File: config.mk
export PLATFORM = sky130hd
export DESIGN_NAME = axi_master_connector_reg
export DESIGN_NICKNAME = d
export VERILOG_FILES = /design/src/rtl/axi_master_connector_reg.sv
export SDC_FILE = /design/constraint.sdc
export NUM_CORES = 1
export LEC_CHECK = 0
export ABC_AREA = 1
export CAP_MARGIN = 20
export CORE_UTILIZATION = 58
export CTS_CLUSTER_DIAMETER = 80
export DETAILED_ROUTE_END_ITERATION = 16
export DONT_BUFFER_PORTS = 1
export GPL_TIMING_DRIVEN = 0
export PLACE_DENSITY = 0.75
export SYNTH_ARGS = -nofsm -noshare
export SYNTH_HDL_FRONTEND = slang
export SYNTH_SLANG_ARGS = --single-unit
export TNS_END_PERCENT = 20
File: constraint.sdc
create_clock -name clk_i -period 1.7 [get_ports clk_i]
set_clock_uncertainty 0.15 [all_clocks]
set_input_delay 0.085 -clock clk_i [delete_from_list [all_inputs] [get_ports clk_i]]
set_output_delay 0.085 -clock clk_i [all_outputs]
set_load 0.05 [all_outputs]
File: src/rtl/axi_master_connector_reg.sv
// AXI master connector with a 2-entry register slice on every channel.
// Fabric-side pulp request/response structs are bridged to a flat m_axi_* master port.
// Optional outstanding-transaction limiter: define AXI_MASTER_CONN_TXN_LIMIT_EN.

package axi_master_connector_reg_pkg;
  typedef struct packed {
    logic [7:0]  id;
    logic [31:0] addr;
    logic [7:0]  len;
    logic [2:0]  size;
    logic [1:0]  burst;
    logic        lock;
    logic [3:0]  cache;
    logic [2:0]  prot;
    logic [3:0]  qos;
    logic [3:0]  region;
    logic [5:0]  atop;
    logic [0:0]  user;
  } aw_chan_t;

  typedef struct packed {
    logic [31:0] data;
    logic [3:0]  strb;
    logic        last;
    logic [0:0]  user;
  } w_chan_t;

  typedef struct packed {
    logic [7:0] id;
    logic [1:0] resp;
    logic [0:0] user;
  } b_chan_t;

  typedef struct packed {
    logic [7:0]  id;
    logic [31:0] addr;
    logic [7:0]  len;
    logic [2:0]  size;
    logic [1:0]  burst;
    logic        lock;
    logic [3:0]  cache;
    logic [2:0]  prot;
    logic [3:0]  qos;
    logic [3:0]  region;
    logic [0:0]  user;
  } ar_chan_t;

  typedef struct packed {
    logic [7:0]  id;
    logic [31:0] data;
    logic [1:0]  resp;
    logic        last;
    logic [0:0]  user;
  } r_chan_t;

  typedef struct packed {
    aw_chan_t aw;
    logic     aw_valid;
    w_chan_t  w;
    logic     w_valid;
    logic     b_ready;
    ar_chan_t ar;
    logic     ar_valid;
    logic     r_ready;
  } axi_req_t;

  typedef struct packed {
    logic    aw_ready;
    logic    ar_ready;
    logic    w_ready;
    logic    b_valid;
    b_chan_t b;
    logic    r_valid;
    r_chan_t r;
  } axi_rsp_t;
endpackage

module axi_master_connector_reg #(
  parameter int unsigned DATA_WIDTH   = 32,
  parameter int unsigned ADDR_WIDTH   = 32,
  parameter int unsigned STRB_WIDTH   = DATA_WIDTH / 8,
  parameter int unsigned ID_WIDTH     = 8,
  parameter int unsigned AWUSER_WIDTH = 1,
  parameter int unsigned WUSER_WIDTH  = 1,
  parameter int unsigned BUSER_WIDTH  = 1,
  parameter int unsigned ARUSER_WIDTH = 1,
  parameter int unsigned RUSER_WIDTH  = 1,
  parameter int unsigned MAX_TXNS     = 8,
  parameter type axi_req_t = axi_master_connector_reg_pkg::axi_req_t,
  parameter type axi_rsp_t = axi_master_connector_reg_pkg::axi_rsp_t
) (
  input  logic                    clk_i,
  input  logic                    rst_i,
  input  axi_req_t                axi_req_i,
  output axi_rsp_t                axi_resp_o,
  output logic [ID_WIDTH-1:0]     m_axi_awid,
  output logic [ADDR_WIDTH-1:0]   m_axi_awaddr,
  output logic [7:0]              m_axi_awlen,
  output logic [2:0]              m_axi_awsize,
  output logic [1:0]              m_axi_awburst,
  output logic                    m_axi_awlock,
  output logic [3:0]              m_axi_awcache,
  output logic [2:0]              m_axi_awprot,
  output logic [3:0]              m_axi_awqos,
  output logic [3:0]              m_axi_awregion,
  output logic [AWUSER_WIDTH-1:0] m_axi_awuser,
  output logic                    m_axi_awvalid,
  input  logic                    m_axi_awready,
  output logic [DATA_WIDTH-1:0]   m_axi_wdata,
  output logic [STRB_WIDTH-1:0]   m_axi_wstrb,
  output logic                    m_axi_wlast,
  output logic [WUSER_WIDTH-1:0]  m_axi_wuser,
  output logic                    m_axi_wvalid,
  input  logic                    m_axi_wready,
  input  logic [ID_WIDTH-1:0]     m_axi_bid,
  input  logic [1:0]              m_axi_bresp,
  input  logic [BUSER_WIDTH-1:0]  m_axi_buser,
  input  logic                    m_axi_bvalid,
  output logic                    m_axi_bready,
  output logic [ID_WIDTH-1:0]     m_axi_arid,
  output logic [ADDR_WIDTH-1:0]   m_axi_araddr,
  output logic [7:0]              m_axi_arlen,
  output logic [2:0]              m_axi_arsize,
  output logic [1:0]              m_axi_arburst,
  output logic                    m_axi_arlock,
  output logic [3:0]              m_axi_arcache,
  output logic [2:0]              m_axi_arprot,
  output logic [3:0]              m_axi_arqos,
  output logic [3:0]              m_axi_arregion,
  output logic [ARUSER_WIDTH-1:0] m_axi_aruser,
  output logic                    m_axi_arvalid,
  input  logic                    m_axi_arready,
  input  logic [ID_WIDTH-1:0]     m_axi_rid,
  input  logic [DATA_WIDTH-1:0]   m_axi_rdata,
  input  logic [1:0]              m_axi_rresp,
  input  logic                    m_axi_rlast,
  input  logic [RUSER_WIDTH-1:0]  m_axi_ruser,
  input  logic                    m_axi_rvalid,
  output logic                    m_axi_rready
);

  // Channel index: 0 AW, 1 W, 2 B, 3 AR, 4 R. Payloads are packed side by side in one vector.
  localparam int unsigned NumCh = 5;
  localparam int unsigned AwW   = ID_WIDTH + ADDR_WIDTH + 8 + 3 + 2 + 1 + 4 + 3 + 4 + 4 + AWUSER_WIDTH;
  localparam int unsigned WW    = DATA_WIDTH + STRB_WIDTH + 1 + WUSER_WIDTH;
  localparam int unsigned BW    = ID_WIDTH + 2 + BUSER_WIDTH;
  localparam int unsigned ArW   = ID_WIDTH + ADDR_WIDTH + 8 + 3 + 2 + 1 + 4 + 3 + 4 + 4 + ARUSER_WIDTH;
  localparam int unsigned RW    = ID_WIDTH + DATA_WIDTH + 2 + 1 + RUSER_WIDTH;
  localparam int unsigned OffAw = 0;
  localparam int unsigned OffW  = OffAw + AwW;
  localparam int unsigned OffB  = OffW + WW;
  localparam int unsigned OffAr = OffB + BW;
  localparam int unsigned OffR  = OffAr + ArW;
  localparam int unsigned TotW  = OffR + RW;

  logic [NumCh-1:0] up_valid, up_ready, up_gate, up_push, dn_valid, dn_ready;
  logic [TotW-1:0]  up_data, dn_data;

  // atop is deliberately dropped
  logic unused_atop;
  assign unused_atop = ^axi_req_i.aw.atop;

  assign up_valid = {m_axi_rvalid, axi_req_i.ar_valid, m_axi_bvalid, axi_req_i.w_valid,
                     axi_req_i.aw_valid};
  assign dn_ready = {axi_req_i.r_ready, m_axi_arready, axi_req_i.b_ready, m_axi_wready,
                     m_axi_awready};
  assign up_push  = up_valid & up_ready & up_gate;

  assign up_data[OffAw +: AwW] = {axi_req_i.aw.id, axi_req_i.aw.addr, axi_req_i.aw.len,
                                  axi_req_i.aw.size, axi_req_i.aw.burst, axi_req_i.aw.lock,
                                  axi_req_i.aw.cache, axi_req_i.aw.prot, axi_req_i.aw.qos,
                                  axi_req_i.aw.region, axi_req_i.aw.user};
  assign up_data[OffW +: WW]   = {axi_req_i.w.data, axi_req_i.w.strb, axi_req_i.w.last,
                                  axi_req_i.w.user};
  assign up_data[OffB +: BW]   = {m_axi_bid, m_axi_bresp, m_axi_buser};
  assign up_data[OffAr +: ArW] = {axi_req_i.ar.id, axi_req_i.ar.addr, axi_req_i.ar.len,
                                  axi_req_i.ar.size, axi_req_i.ar.burst, axi_req_i.ar.lock,
                                  axi_req_i.ar.cache, axi_req_i.ar.prot, axi_req_i.ar.qos,
                                  axi_req_i.ar.region, axi_req_i.ar.user};
  assign up_data[OffR +: RW]   = {m_axi_rid, m_axi_rdata, m_axi_rresp, m_axi_rlast, m_axi_ruser};

  for (genvar g = 0; g < NumCh; g++) begin : g_slice
    localparam int unsigned W   = (g == 0) ? AwW : (g == 1) ? WW : (g == 2) ? BW :
                                  (g == 3) ? ArW : RW;
    localparam int unsigned Off = (g == 0) ? OffAw : (g == 1) ? OffW : (g == 2) ? OffB :
                                  (g == 3) ? OffAr : OffR;
    logic [1:0]   cnt_q, cnt_d;
    logic         rdy_q, pop;
    logic [W-1:0] e0_q, e1_q, din;

    assign din     = up_data[Off +: W];
    assign pop     = (cnt_q != 2'd0) & dn_ready[g];
    assign cnt_d   = cnt_q + {1'b0, up_push[g]} - {1'b0, pop};

    // Occupancy, registered ready and two-entry storage; e0_q is always the head.
    always_ff @(posedge clk_i) begin
      if (rst_i) begin
        cnt_q <= 2'd0;
        rdy_q <= 1'b0;
        e0_q  <= '0;
        e1_q  <= '0;
      end else begin
        cnt_q <= cnt_d;
        rdy_q <= (cnt_d != 2'd2);
        if (pop) begin
          if (cnt_q == 2'd2)   e0_q <= e1_q;
          else if (up_push[g]) e0_q <= din;
        end else if (up_push[g]) begin
          if (cnt_q == 2'd0) e0_q <= din;
          else               e1_q <= din;
        end
      end
    end

    assign up_ready[g]       = rdy_q;
    assign dn_valid[g]       = (cnt_q != 2'd0);
    assign dn_data[Off +: W] = e0_q;
  end

`ifdef AXI_MASTER_CONN_TXN_LIMIT_EN
  localparam int unsigned CntW = $clog2(MAX_TXNS + 1);
  logic [CntW-1:0] wr_cnt_q, wr_cnt_d, rd_cnt_q, rd_cnt_d;
  logic            wr_inc, wr_dec, rd_inc, rd_dec;

  assign up_gate = {1'b1, (rd_cnt_q < CntW'(MAX_TXNS)), 1'b1, 1'b1, (wr_cnt_q < CntW'(MAX_TXNS))};
  assign wr_inc  = up_push[0];
  assign rd_inc  = up_push[3];
  // Guard the decrement so a stray response can never wrap the counter.
  assign wr_dec  = dn_valid[2] & dn_ready[2] & (wr_cnt_q != '0);
  assign rd_dec  = dn_valid[4] & dn_ready[4] & dn_data[OffR + RUSER_WIDTH] & (rd_cnt_q != '0);

  // Next outstanding counts; simultaneous inc/dec holds.
  always_comb begin
    wr_cnt_d = wr_cnt_q;
    rd_cnt_d = rd_cnt_q;
    if (wr_inc && !wr_dec) wr_cnt_d = wr_cnt_q + 1'b1;
    if (!wr_inc && wr_dec) wr_cnt_d = wr_cnt_q - 1'b1;
    if (rd_inc && !rd_dec) rd_cnt_d = rd_cnt_q + 1'b1;
    if (!rd_inc && rd_dec) rd_cnt_d = rd_cnt_q - 1'b1;
  end

  // Outstanding transaction counters.
  always_ff @(posedge clk_i) begin
    if (rst_i) begin
      wr_cnt_q <= '0;
      rd_cnt_q <= '0;
    end else begin
      wr_cnt_q <= wr_cnt_d;
      rd_cnt_q <= rd_cnt_d;
    end
  end
`else
  logic unused_max_txns;
  assign unused_max_txns = ^MAX_TXNS;
  assign up_gate = '1;
`endif

  assign {m_axi_awid, m_axi_awaddr, m_axi_awlen, m_axi_awsize, m_axi_awburst, m_axi_awlock,
          m_axi_awcache, m_axi_awprot, m_axi_awqos, m_axi_awregion, m_axi_awuser} =
         dn_data[OffAw +: AwW];
  assign {m_axi_wdata, m_axi_wstrb, m_axi_wlast, m_axi_wuser} = dn_data[OffW +: WW];
  assign {m_axi_arid, m_axi_araddr, m_axi_arlen, m_axi_arsize, m_axi_arburst, m_axi_arlock,
          m_axi_arcache, m_axi_arprot, m_axi_arqos, m_axi_arregion, m_axi_aruser} =
         dn_data[OffAr +: ArW];
  assign m_axi_awvalid = dn_valid[0];
  assign m_axi_wvalid  = dn_valid[1];
  assign m_axi_arvalid = dn_valid[3];
  assign m_axi_bready  = up_ready[2];
  assign m_axi_rready  = up_ready[4];

  // Fabric-side response struct assembly.
  always_comb begin
    axi_resp_o          = '0;
    axi_resp_o.aw_ready = up_ready[0] & up_gate[0];
    axi_resp_o.w_ready  = up_ready[1];
    axi_resp_o.ar_ready = up_ready[3] & up_gate[3];
    axi_resp_o.b_valid  = dn_valid[2];
    axi_resp_o.r_valid  = dn_valid[4];
    {axi_resp_o.b.id, axi_resp_o.b.resp, axi_resp_o.b.user} = dn_data[OffB +: BW];
    {axi_resp_o.r.id, axi_resp_o.r.data, axi_resp_o.r.resp, axi_resp_o.r.last,
     axi_resp_o.r.user} = dn_data[OffR +: RW];
  end

endmodule

==> results.sh, run 1 <==
export IMPL_outcome="finished, violations left"
export IMPL_violations="negative setup slack"
export IMPL_syn_inst=3632
export IMPL_critPathKind="flop to flop"
export IMPL_sw_frac_of_total=0.496
export IMPL_r2r_slack_ns=-0.009
export IMPL_synth_avg_cell_area_um2=6.19
export IMPL_p_per_area_mw_per_mm2=1950
export IMPL_seq_power_share=0.471
export IMPL_io_buffers=0
export IMPL_power_ir_vdd_worst_uv=1540
export IMPL_dpl_hpwl_mm=47.3
export IMPL_synth_warnings=0
export IMPL_post_route_util=0.728
export IMPL_grt_pass1_vias=21400
export IMPL_fillers=3070
export IMPL_design_area_mm2=0.0276
export IMPL_synthTopCellsByCount="1170 x nor2_1, 749 x nand2_1, 488 x inv_1, 481 x dfxtp_1, 238 x nand3_1"
export IMPL_r2r_start="g_slice[3].cnt_q[0]"
export IMPL_hp_class="primary input to flop"
export IMPL_vias=22700
export IMPL_setup_violations_final=1
export IMPL_netlist_top_cells_area="dfxtp_1 43%, nor2_1 20%, nand2_1 13%"
export IMPL_die_h_um=199
export IMPL_clock_power_share=0.203
export IMPL_hold_violations=0
export IMPL_initial_core_util=0.593
export IMPL_synth_most_common_cell="nor2_1"
export IMPL_slew_headroom=0.485
export IMPL_seq_area_mm2=0.00966
export IMPL_worstSkewPairLatency_ns=0.59
export IMPL_cts_root_buf="clkbuf_16"
export IMPL_syn_to_final_growth_pct=22.8
export IMPL_crit_fanout=10
export IMPL_fin_crit_ns=1.71
export IMPL_pre_cts_slack_ns=-0.435
export IMPL_fmax_mhz=585
export IMPL_cp_end_kind="flop"
export IMPL_pwr_share_comb=0.326
export IMPL_rsz0062_at_grt="true"
export IMPL_grt_first_pass_wirelength_mm=107
export IMPL_synth_edff_count=0
export IMPL_internal_power_w=0.0272
export IMPL_track_usage=0.337
export IMPL_grt_overflow=0
export IMPL_numCtsBuffers=50
export IMPL_die_x_um=199
export IMPL_hold_path_end="g_slice[2].e0_q[1]"
export IMPL_synth_area_mm2=0.0225
export IMPL_p_switching_w=0.0268
export IMPL_ant_nets=0
export IMPL_finalMaxSlewViolations=0
export IMPL_core_mm2=0.0379
export IMPL_viasPerCell=5.05
export IMPL_synth_largest_area_cell="dfxtp_1"
export IMPL_finalWorstSetupSlack_ns=-0.00941
export IMPL_synthDistinctLibCells=21
export IMPL_drive_gt1_frac=0.0744
export IMPL_worstRegToRegCells=8
export IMPL_syn_num_nets=3893
export IMPL_gp_congestion=0.914
export IMPL_worstHoldStart="rst_i"
export IMPL_htree_levels=2
export IMPL_tightest_slew_ns=0.772
export IMPL_remaining_drc_errors=0
export IMPL_max_clock_path_buffers=3
export IMPL_clock_sinks=481
export IMPL_cp_required_ns=2.06
export IMPL_post_drt_wl_per_cell_um=15.3
export IMPL_worst_ep_arrival_time_ns=2.07
export IMPL_r2r_end="g_slice[3].e0_q[30]"
export IMPL_seq_area_frac_synth=0.428
export IMPL_rows=71
export IMPL_dominantRegCellSynth="dfxtp_1"
export IMPL_nNetsFinal=4189
export IMPL_max_cap_violations=0
export IMPL_ios=494
export IMPL_first_pass_iters=6
export IMPL_clk_pin_slew_worst_paths_ns=0.06
export IMPL_critPathLaunchType="flop"
export IMPL_dieArea_mm2=0.0396
export IMPL_min_period_over_period=1.01
export IMPL_whs_path_depth=5
export IMPL_wl_mm=68.8
export IMPL_cts_tree="yes"
export IMPL_ys_async_sr_fraction=0
export IMPL_grt_max_degree=14
export IMPL_initialDrtViolationCount=1580
export IMPL_yosysTopAreaCellShare=0.428
export IMPL_yosys_register_bits=481
export IMPL_p_leak_nw=12.6
export IMPL_antenna_found_initial=14
export IMPL_postPlaceCellArea_mm2=0.0231
export IMPL_multi_input_area_mm2=0.0101
-- cell usage in the layout (no fill, tap or decap), types with 10 or more instances in the layout --
| cell type | netlist | final |
|---|---|---|
| diode_2 | 0 | 13 |
| dfxtp_1 | 481 | 471 |
| nand2_1 | 749 | 742 |
| clkinv_2 | 0 | 10 |
| clkbuf_2 | 1 | 23 |
| dlygate4sd3_1 | 0 | 243 |
| inv_1 | 488 | 482 |
| buf_2 | 93 | 71 |
| inv_2 | 14 | 10 |
| o21ai_0 | 231 | 225 |
| clkbuf_8 | 0 | 16 |
| nand3_1 | 238 | 236 |
| nor2_1 | 1170 | 1168 |
| clkbuf_16 | 0 | 51 |
| buf_1 | 12 | 12 |
| clkbuf_1 | 86 | 72 |
| clkbuf_4 | 0 | 16 |
| buf_4 | 25 | 32 |
-- kinds of logic after synthesis --
logic type                 after synthesis  synth area share
AOI/OAI and AO/OA                      238            0.0530
DFF                                    481             0.428
xor gates and xnor gates                10           0.00390
buffers and inverters                  721             0.130
adders and majority gates               10           0.00557
and+or+nand+nor                       2172             0.379
-- repair_timing --
action                     4_1_cts  5_1_grt
pin swaps                        1        9
gates resized for setup         40      114
hold endpoints to repair       481        0
hold buffers                   243        0
setup endpoints to repair      450      407
setup buffers                    0        1
-- flip-flops by register name, indices dropped and copies added, names as in the netlist --
signal	cells
g_slice.cnt_q	10
g_slice.e0_q	233
g_slice.e1_q	233
g_slice.rdy_q	3
m_axi_bready	1
m_axi_rready	1
-- cell type report --
type / instances / area share
Antenna cell: 13 / 0.00118
Buffer: 219 / 0.0415
Clock buffer: 77 / 0.0556
Clock inverter: 13 / 0.00349
Inverter: 502 / 0.0693
Multi-Input combinational cell: 2430 / 0.368
Sequential cell: 481 / 0.350
Tap cell: 511 / 0.0232
Timing Repair Buffer: 244 / 0.0884
-- critical path, stage by stage, from the launching register on --
cell      delay [ns]
dfxtp_2         0.33
inv_4           0.10
nand2_1         0.10
nand2_4         0.18
nand2_4         0.14
clkbuf_4        0.21
nand2_1         0.07
nand2_1         0.14
nor2_4          0.20
-- layer usage --
metal,up-vias,share of wire,track usage
li1,11400,-,-
met5,-,0.00035,0
met3,226,0.10,0.112
met2,952,0.47,0.573
met4,4,0.049,0.174
met1,10100,0.38,0.374
-- power groups by stage --
stage               registers (W)  logic (W)  clock network, W
finish                     0.0254     0.0176            0.0109
global route               0.0258     0.0200            0.0114
CTS                        0.0253     0.0166            0.0110
detailed placement         0.0255     0.0157                 0
global placement           0.0254     0.0152                 0
floorplan                  0.0245     0.0127                 0
-- worst max path at each step --
stage | start | end | depth (start not counted) | slack (ns)
floorplan | m_axi_rready | g_slice[4].e1_q[13] | 7 | 0.05
global placement | g_slice[0].cnt_q[1] | g_slice[0].e0_q[62] | 8 | -0.40
detailed placement | g_slice[0].cnt_q[1] | g_slice[0].e0_q[62] | 8 | -0.44
CTS | g_slice[2].cnt_q[1] | m_axi_bready | 10 | -0.04
global route | g_slice[1].cnt_q[1] | g_slice[1].e1_q[27] | 7 | -0.07
finish | g_slice[3].cnt_q[0] | g_slice[3].e0_q[30] | 8 | -0.009
-- through the flow --
step	TNS (ns)	total power [W]	hold slack, ns	instances
final	-0.00941	0.0539	0.0252	4490
after global routing	-0.829	0.0572	0.0357	4488
after CTS	-0.0551	0.0529	0.00359	4476
after detailed placement	-95.56	0.0411	0.0134	4143
after global placement	-84.65	0.0405	0.0124	4143
after floorplan	0	0.0371	0.00738	3632
Note: power is estimated with default switching activity, not from simulation.
==> run 2: changes to the inputs <==
--- a/config.mk
+++ b/config.mk
@@ -7,6 +7,7 @@
 export LEC_CHECK = 0
 export ABC_AREA = 1
 export CAP_MARGIN = 20
+export CORE_ASPECT_RATIO = 0.9
 export CORE_UTILIZATION = 58
 export CTS_CLUSTER_DIAMETER = 80
 export DETAILED_ROUTE_END_ITERATION = 16
==> run 2 against run 1 <==
The flow finishes with violations (negative hold slack, negative setup slack). Clock-buffer cell count down 2. Global-route usage up 0.79 points. Core utilization down 0.60 points. Non-clock buffer count unchanged. Via count up 1.6%. First-iteration DRC count up 4.7%. Worst setup slack worse by 0.045 ns. Die area about the same. Sequential share of layout area about the same. Final area about the same. Critical endpoint is now g_slice[0].e0_q[12]. Largest cell class unchanged.
==> results.sh, run 2 (synthesized netlist as in run 1, its figures left out) <==
export IMPL_outcome="finished, violations left"
export IMPL_violations="negative hold slack, negative setup slack"
export IMPL_total_power_w=0.0544
export IMPL_track_usage=0.345
export IMPL_die_h_um=189
export IMPL_hold_violations=4
export IMPL_p_switching_w=0.0268
export IMPL_vias=23000
export IMPL_critPathLaunchType="flop"
export IMPL_power_ir_vdd_worst_uv=1600
export IMPL_max_clock_path_buffers=3
export IMPL_stdcell_count=4470
export IMPL_tightest_slew_ns=0.746
export IMPL_p_per_area_mw_per_mm2=1970
export IMPL_dpl_hpwl_mm=48.3
export IMPL_viasPerCell=5.16
export IMPL_crit_fanout=10
export IMPL_wl_mm=70.0
export IMPL_min_period_over_period=1.03
export IMPL_finalMaxSlewViolations=0
export IMPL_antenna_found_initial=13
export IMPL_placedCellCount=4122
export IMPL_critPathKind="flop to flop"
export IMPL_drive_gt1_frac=0.0744
export IMPL_cp_top_family="simple AND/OR/NAND/NOR gates"
export IMPL_worstSkewPairLatency_ns=0.59
export IMPL_gp_congestion=0.932
export IMPL_r2r_slack_ns=-0.05
export IMPL_seq_power_share=0.468
export IMPL_htree_levels=2
export IMPL_nNetsFinal=4189
export IMPL_sw_frac_of_total=0.493
export IMPL_path_cells="inv_2 -> nand2_8 -> nand2_4 -> nand2_4 -> clkbuf_4 -> nand2_1 -> nand2_1 -> nor2_1"
export IMPL_grt_overflow=0
export IMPL_rows=68
export IMPL_ant_nets=0
export IMPL_cts_root_buf="clkbuf_16"
export IMPL_pre_cts_slack_ns=-0.488
export IMPL_path_buf_inv=2
export IMPL_initial_core_util=0.587
export IMPL_numCtsBuffers=50
export IMPL_ios=494
export IMPL_max_cap_violations=0
export IMPL_grt_pass1_vias=22300
export IMPL_grt_first_pass_wirelength_mm=111
export IMPL_remaining_drc_errors=0
export IMPL_fmax_mhz=570
export IMPL_initialDrtViolationCount=1654
export IMPL_clk_pin_slew_worst_paths_ns=0.06
export IMPL_worst_ep_arrival_time_ns=2.11
export IMPL_die_x_um=210
export IMPL_pwr_share_comb=0.322
export IMPL_hold_worst_slack_ns=-0.0145
export IMPL_internal_power_w=0.0276
export IMPL_hp_class="primary input to flop"
export IMPL_clock_sinks=481
export IMPL_dieArea_mm2=0.0396
export IMPL_post_route_util=0.722
export IMPL_first_pass_iters=6
export IMPL_p_leak_nw=12.7
export IMPL_setup_violations_final=1
export IMPL_critPathMaxStageDelay_ns=0.34
export IMPL_post_drt_wl_per_cell_um=15.7
export IMPL_slew_headroom=0.503
export IMPL_finalWorstSetupSlack_ns=-0.0548
export IMPL_core_mm2=0.0383
export IMPL_grt_max_degree=14
export IMPL_clock_power_share=0.210
export IMPL_cp_end_kind="flop"
export IMPL_final_cell_mix="1170 x nor2_1, 740 x nand2_1, 485 x inv_1"
export IMPL_io_buffers=0
export IMPL_reg_top3="g_slice.e0_q x233, g_slice.e1_q x233, g_slice.cnt_q x10"
export IMPL_fillers=3068
export IMPL_rsz0062_at_grt="true"
export IMPL_cp_required_ns=2.06
export IMPL_syn_to_final_growth_pct=22.9
export IMPL_cpMaxStageDelayCell="dfxtp_2"
export IMPL_cts_tree="yes"
export IMPL_fin_crit_ns=1.75
export IMPL_final_common_cell="nor2_1"
-- run 2: path summary, 6_finish.rpt --
kind,to,depth (start not counted),from
hold / removal,g_slice[4].e0_q[1],6,axi_req_i[0]
setup reg to reg,g_slice[0].e0_q[12],8,g_slice[0].cnt_q[1]
hold reg to reg,g_slice[0].e1_q[2],2,g_slice[0].e1_q[2]
setup / recovery,g_slice[0].e0_q[12],8,g_slice[0].cnt_q[1]
-- run 2: timing repair --
action,4_1_cts,5_1_grt
pin swaps,0,2
endpoints found under the setup margin,456,389
hold buffers,244,0
endpoints found under the hold margin,481,0
setup buffers,0,0
gates resized for setup,41,129
-- run 2: layer usage --
layer / wire length (um) / vias up / GRT usage
li1: - / 11400 / -
met1: 27200 / 10400 / 0.396
met2: 32500 / 1008 / 0.586
met3: 6680 / 251 / 0.0945
met4: 3570 / 6 / 0.182
met5: 38 / - / 0
-- run 2: final cells by class --
class	instances	area [um^2]	area share
Antenna cell	14	35.0	0.00127
Sequential cell	481	9660	0.349
Multi-Input combinational cell	2430	10100	0.365
Tap cell	490	613	0.0222
Timing Repair Buffer	244	2440	0.0884
Inverter	502	1900	0.0688
Clock buffer	75	1530	0.0552
Buffer	219	1180	0.0426
Clock inverter	15	194	0.00702
-- run 2: worst reg2reg max path, cell delays in order, from the launching register on --
cell,delay (ns)
dfxtp_2,0.34
inv_2,0.12
nand2_8,0.13
nand2_4,0.19
nand2_4,0.16
clkbuf_4,0.23
nand2_1,0.10
nand2_1,0.09
nor2_1,0.17
-- run 2: stage by stage --
stage                     TNS (ns)  cell area, um^2
after floorplan                  0            22500
after global placement      -93.36            23100
after detailed placement   -112.19            23100
after CTS                   -0.823            27400
after global routing         -1.83            27600
final                      -0.0548            27600
-- run 2: power by group through the flow --
stage / sequential [W] / combinational (W) / clock, W
after floorplan: 0.0245 / 0.0127 / 0
after global placement: 0.0254 / 0.0151 / 0
after detailed placement: 0.0255 / 0.0157 / 0
after CTS: 0.0253 / 0.0166 / 0.0115
after global routing: 0.0257 / 0.0199 / 0.0119
final: 0.0254 / 0.0175 / 0.0114
